--- config.mk ---
export PLATFORM = sky130hd
export DESIGN_NAME = ptp_ts_queue
export DESIGN_NICKNAME = d
export VERILOG_FILES = /design/src/rtl/ptp_ts_queue.sv
export SDC_FILE = /design/constraint.sdc
export NUM_CORES = 2
export LEC_CHECK = 0
export ABC_AREA = 1
export CAP_MARGIN = 30
export CELL_PAD_IN_SITES_DETAIL_PLACEMENT = 0
export CELL_PAD_IN_SITES_GLOBAL_PLACEMENT = 2
export CORE_MARGIN = 2
export CORE_UTILIZATION = 42
export CTS_BUF_LIST = sky130_fd_sc_hd__clkbuf_2 sky130_fd_sc_hd__clkbuf_4 sky130_fd_sc_hd__clkbuf_8
export CTS_CLUSTER_DIAMETER = 150
export DETAILED_ROUTE_END_ITERATION = 6
export PLACE_DENSITY_LB_ADDON = 0.1
export SYNTH_ARGS = -nofsm -noshare
export SYNTH_HDL_FRONTEND = slang
export SYNTH_SLANG_ARGS = --single-unit
export TNS_END_PERCENT = 10
--- constraint.sdc ---
create_clock -name ptp_clk -period 7.27 [get_ports ptp_clk]
set_input_delay 1.0905 -clock ptp_clk [delete_from_list [all_inputs] [get_ports ptp_clk]]
set_output_delay 1.0905 -clock ptp_clk [all_outputs]
set_load 0.02 [all_outputs]
--- src/rtl/ptp_ts_queue.sv ---
// Latches the RTC timestamp at each SFD, pairs it with the later PTP header fields and queues the record for the host.
// Build option: define PTP_TSQ_EVENT_FILTER_EN to keep only event messages (messageType 0..3).
module ptp_ts_queue #(
  parameter int DEPTH       = 8,
  parameter int ADDR_W      = 3,
  parameter int HDR_TIMEOUT = 64
) (
  input  logic              ptp_clk,
  input  logic              ptp_rst_n,
  input  logic              sfd_stb,
  input  logic [79:0]       ts_in,
  input  logic              hdr_vld,
  input  logic              hdr_is_ptp,
  input  logic [3:0]        hdr_msg_type,
  input  logic [15:0]       hdr_seq_id,
  input  logic              frm_abort,
  input  logic              pop,
  output logic              q_vld,
  output logic [79:0]       q_ts,
  output logic [3:0]        q_msg_type,
  output logic [15:0]       q_seq_id,
  output logic [ADDR_W:0]   q_count,
  output logic              ovf,
  output logic [7:0]        drop_cnt,
  input  logic              clr_stat,
  output logic              fsm_state
);

  localparam int REC_W = 100;
  localparam logic [7:0]      TIMER_INIT = 8'(HDR_TIMEOUT);
  localparam logic [ADDR_W:0] FULL_CNT   = (ADDR_W + 1)'(DEPTH);

  typedef enum logic {IDLE = 1'b0, WAIT_HDR = 1'b1} state_t;

  state_t            state, state_nxt;
  logic              capture, commit_req, type_ok;
  logic [7:0]        timer;
  logic [79:0]       ts_hold;
  logic              rec_vld;
  logic [3:0]        rec_type;
  logic [15:0]       rec_seq;
  logic [ADDR_W:0]   wr_ptr, rd_ptr;
  logic [REC_W-1:0]  mem [DEPTH];
  logic              full, do_pop, do_write, do_drop;

`ifdef PTP_TSQ_EVENT_FILTER_EN
  assign type_ok = (hdr_msg_type <= 4'h3);
`else
  assign type_ok = 1'b1;
`endif

  always_ff @(posedge ptp_clk or negedge ptp_rst_n) begin
    if (!ptp_rst_n) state <= IDLE;
    else            state <= state_nxt;
  end

  // An SFD landing on the FIFO write cycle of the previous frame is ignored:
  // one capture per frame.
  always_comb begin
    state_nxt  = state;
    capture    = 1'b0;
    commit_req = 1'b0;
    case (state)
      IDLE: begin
        if (sfd_stb && !rec_vld) begin
          capture   = 1'b1;
          state_nxt = WAIT_HDR;
        end
      end
      WAIT_HDR: begin
        if (frm_abort) begin
          state_nxt = IDLE;
        end else if (sfd_stb) begin
          capture = 1'b1;
        end else if (hdr_vld) begin
          commit_req = hdr_is_ptp && type_ok;
          state_nxt  = IDLE;
        end else if (timer == 8'd1) begin
          state_nxt = IDLE;
        end
      end
      default: state_nxt = IDLE;
    endcase
  end

  assign fsm_state = (state == WAIT_HDR);

  always_ff @(posedge ptp_clk or negedge ptp_rst_n) begin
    if (!ptp_rst_n) begin
      timer    <= '0;
      ts_hold  <= '0;
      rec_vld  <= 1'b0;
      rec_type <= '0;
      rec_seq  <= '0;
    end else begin
      if (capture) begin
        ts_hold <= ts_in;
        timer   <= TIMER_INIT;
      end else if (state == WAIT_HDR && state_nxt == WAIT_HDR) begin
        timer <= timer - 8'd1;
      end
      rec_vld <= commit_req;
      if (commit_req) begin
        rec_type <= hdr_msg_type;
        rec_seq  <= hdr_seq_id;
      end
    end
  end

  // pop is an accept strobe: it takes effect only while q_vld is high, and the
  // head entry is consumed on that edge.
  assign q_count  = wr_ptr - rd_ptr;
  assign q_vld    = (q_count != '0);
  assign full     = (q_count == FULL_CNT);
  assign do_pop   = pop && q_vld;
  assign do_write = rec_vld && (!full || do_pop);
  assign do_drop  = rec_vld && full && !do_pop;

  always_ff @(posedge ptp_clk or negedge ptp_rst_n) begin
    if (!ptp_rst_n) begin
      wr_ptr <= '0;
      rd_ptr <= '0;
      for (int i = 0; i < DEPTH; i++) mem[i] <= '0;
    end else begin
      if (do_write) begin
        mem[wr_ptr[ADDR_W-1:0]] <= {ts_hold, rec_type, rec_seq};
        wr_ptr <= wr_ptr + 1'b1;
      end
      if (do_pop) rd_ptr <= rd_ptr + 1'b1;
    end
  end

  // Head is read straight from storage, so it keeps the last popped record when empty.
  assign {q_ts, q_msg_type, q_seq_id} = mem[rd_ptr[ADDR_W-1:0]];

  always_ff @(posedge ptp_clk or negedge ptp_rst_n) begin
    if (!ptp_rst_n) begin
      ovf      <= 1'b0;
      drop_cnt <= '0;
    end else if (clr_stat) begin
      ovf      <= 1'b0;
      drop_cnt <= '0;
    end else if (do_drop) begin
      ovf <= 1'b1;
      if (drop_cnt != 8'hFF) drop_cnt <= drop_cnt + 8'd1;
    end
  end

endmodule

==> reports/results.ini <==
[drt]
drtAntennaViolNets=0
drtIter0Drc=2398
wire_per_inst_um=19.0
drt_pass1_iterations=5
num_vias=32200
drc=0
routed_via_density=5.21
wl_mm=118

[setup_path]
worst_path_max_delay_cell=dfrtp_4
cp_data_arrival_time_ns=4.60
crit_chain=buf_4 > buf_4 > o21ai_0 > o22ai_1 > nand2_1 > nand2_1 > clkdlybuf4s50_1
crit_family=buffers and inverters
cp_max_fo=84
end_kind=output port
startpoint_type=register
path_class=register to output port
cpPeakStageDelay_ns=0.92
worstPathRequired_ns=6.18
crit_buf_inv=3

[grt]
grt.overflow.total=0
grt_pass1_wl_mm=189
grt_max_degree=204
antenna_found_initial=1
grt_pass1_vias=32400
grt_use_total_pct=24.2

[yosys]
seq_area_frac_synth_pct=57.0
synth-edff-count=0
synthCells=4698
async_flop_share_pct=100
syn_nets=4815
avgSynthCellArea_um2=8.66
netlist_area_um2=40700
yosysTopAreaCell=dfrtp_1
synth_area_leaders=dfrtp_1, o21ai_0, nand2_1, o21ai_1, nor2_1
synth_top_area_share_pct=57.0
synth_seq_cells=927
synthDistinctLibCells=31
yosys_warnings=0
ys.flop_type=dfrtp_1

[clocking]
clk_latency_ns=0.84
clock-root-buffer=clkbuf_8
clock-sinks=927
cts_tree=done
cts_buffer_depth=3
cts_setup_buffers=0
cts_htree_levels=4
cts_hold_buf=0
cts-resized-gates=0
clk_pin_slew_ns=0.06
cts_buffers=164

[power_and_ir_drop]
switchingPower_mw=7.83
p_leak_nw=21.1
power_mw=19.9
peakVddDrop_uv=358
internal_power_mw=12.1
p_seq_share_pct=36.0
p_clk_share_pct=26.0
pwr-share-comb_pct=38.0
p_sw_share_pct=39.4
powerDensity_nw_per_um2=427

[place]
gp_congestion=0.735
place_hpwl_mm=62.1
dp.cells=5883
port_buffers=222
pre_cts_slack_ns=2.42

[floorplanning]
die_width_um=315
row_count=114
die_y_um=315
dieArea_um2=99400
start_util_pct=42.2
core_area_um2=96300
io-pin-count=223

[final_layout]
layout_common_cells=nand2_1, o21ai_0, dfrtp_1
multi_input_area_um2=14800
n_fill_cell=9505
drive_gt1_share_pct=7.46
nets=4891
area_growth_pct=14.5
register_area_um2=23200
final_common_cell=nand2_1
fin_cells=6181

[timing]
worst_slew_pin_slew_ns=1.08
setup_tns_ns=0
slew-limit-headroom_pct=28.0
rsz0062_at_grt=no
post-route-period-util_pct=78.3
slew_violations=0
fin_skew_ns=0.0203
postLayoutSetupSlackWorst_ns=1.58
hold_violations=0
setup_viol=0
period_needed_ns=5.69
fmax_mhz=176

[min_path]
hold_class=input pin to asynchronous set/reset pin

[run_status]
run_status=finished, final reports clean

[job]
cap_violations=0

-- cells in the mapped netlist, drive strengths merged (8+ instances only) --
cell type  number
inv           131
clkbuf        158
nand2        1260
nand3          47
ha              8
o21ai        1309
o22ai         201
buf           200
nor2          430
xor2            9
dfrtp         927
-- through the flow --
stage / utilization (%) / instance area [um2] / hold slack [ns]
3_3_place_gp: 44.5 / 42900 / 0.460
5_1_grt: 48.4 / 46600 / 0.352
6_report: 48.4 / 46600 / 0.302
4_1_cts: 48.3 / 46500 / 0.298
2_1_floorplan: - / 40700 / 0.448
3_5_place_dp: 44.6 / 43000 / 0.467
-- registers in the layout (all words and copies together), names as in the netlist --
| register | cells |
|---|---|
| mem | 800 |
| ts_hold | 80 |
| rec_seq | 16 |
| drop_cnt | 8 |
| timer | 8 |
| rd_ptr | 4 |
| rec_type | 4 |
| wr_ptr | 4 |
| fsm_state | 1 |
| ovf | 1 |
| rec_vld | 1 |
-- final timing paths --
| path | from | endpoint | depth (start not counted) | slack (ns) |
|---|---|---|---|---|
| max reg2reg | rd_ptr[0]$_DFFE_PN0P_ | mem[769]$_DFFE_PN0P_ | 12 | 2.84 |
| max in group asynchronous | ptp_rst_n | ts_hold[36]$_DFFE_PN0P_ | 3 | 5.31 |
| min reg2reg | mem[258]$_DFFE_PN0P_ | mem[258]$_DFFE_PN0P_ | 2 | 0.48 |
| min | ptp_rst_n | rec_seq[12]$_DFFE_PN0P_ | 1 | 0.30 |
| max | rd_ptr[0]$_DFFE_PN0P_ | q_ts[16] | 7 | 1.58 |
| min in group ptp_clk | mem[258]$_DFFE_PN0P_ | mem[258]$_DFFE_PN0P_ | 2 | 0.48 |
-- final cells by class --
cell class | instances | area share (%)
well taps | 1276 | 3.43
clock inverters | 20 | 0.339
repair buffers | 268 | 6.09
clock buffers | 276 | 7.32
multi-input cells | 3281 | 31.9
flip-flops and latches | 927 | 49.8
diodes | 1 | 0.00537
inverters | 132 | 1.10
-- power by group through the flow --
stage	clock (mW)	sequential [mW]	combinational, mW
detailed placement	0	7.25	7.66
global route	5.55	7.35	8.53
CTS	5.31	7.18	7.68
finish	5.17	7.17	7.55
floorplan	0	7.00	4.89
global placement	0	7.24	7.64
-- routing by layer --
metal | global-route usage [%] | up-vias | routed length (um)
met2 | 39.0 | 635 | 54600
met3 | 3.77 | 159 | 4920
li1 | - | 15800 | -
met5 | 0 | - | 0
met4 | 6.75 | 0 | 2270
met1 | 33.9 | 15600 | 55900
-- cell families after synthesis --
kind of cell / synth area share, %
simple gates: 16.6
compound gates: 19.3
flops: 57.0
buf+inv: 6.55
xor+xnor: 0.280
fa+ha+maj: 0.295
Power figures use the tool's default switching activity.
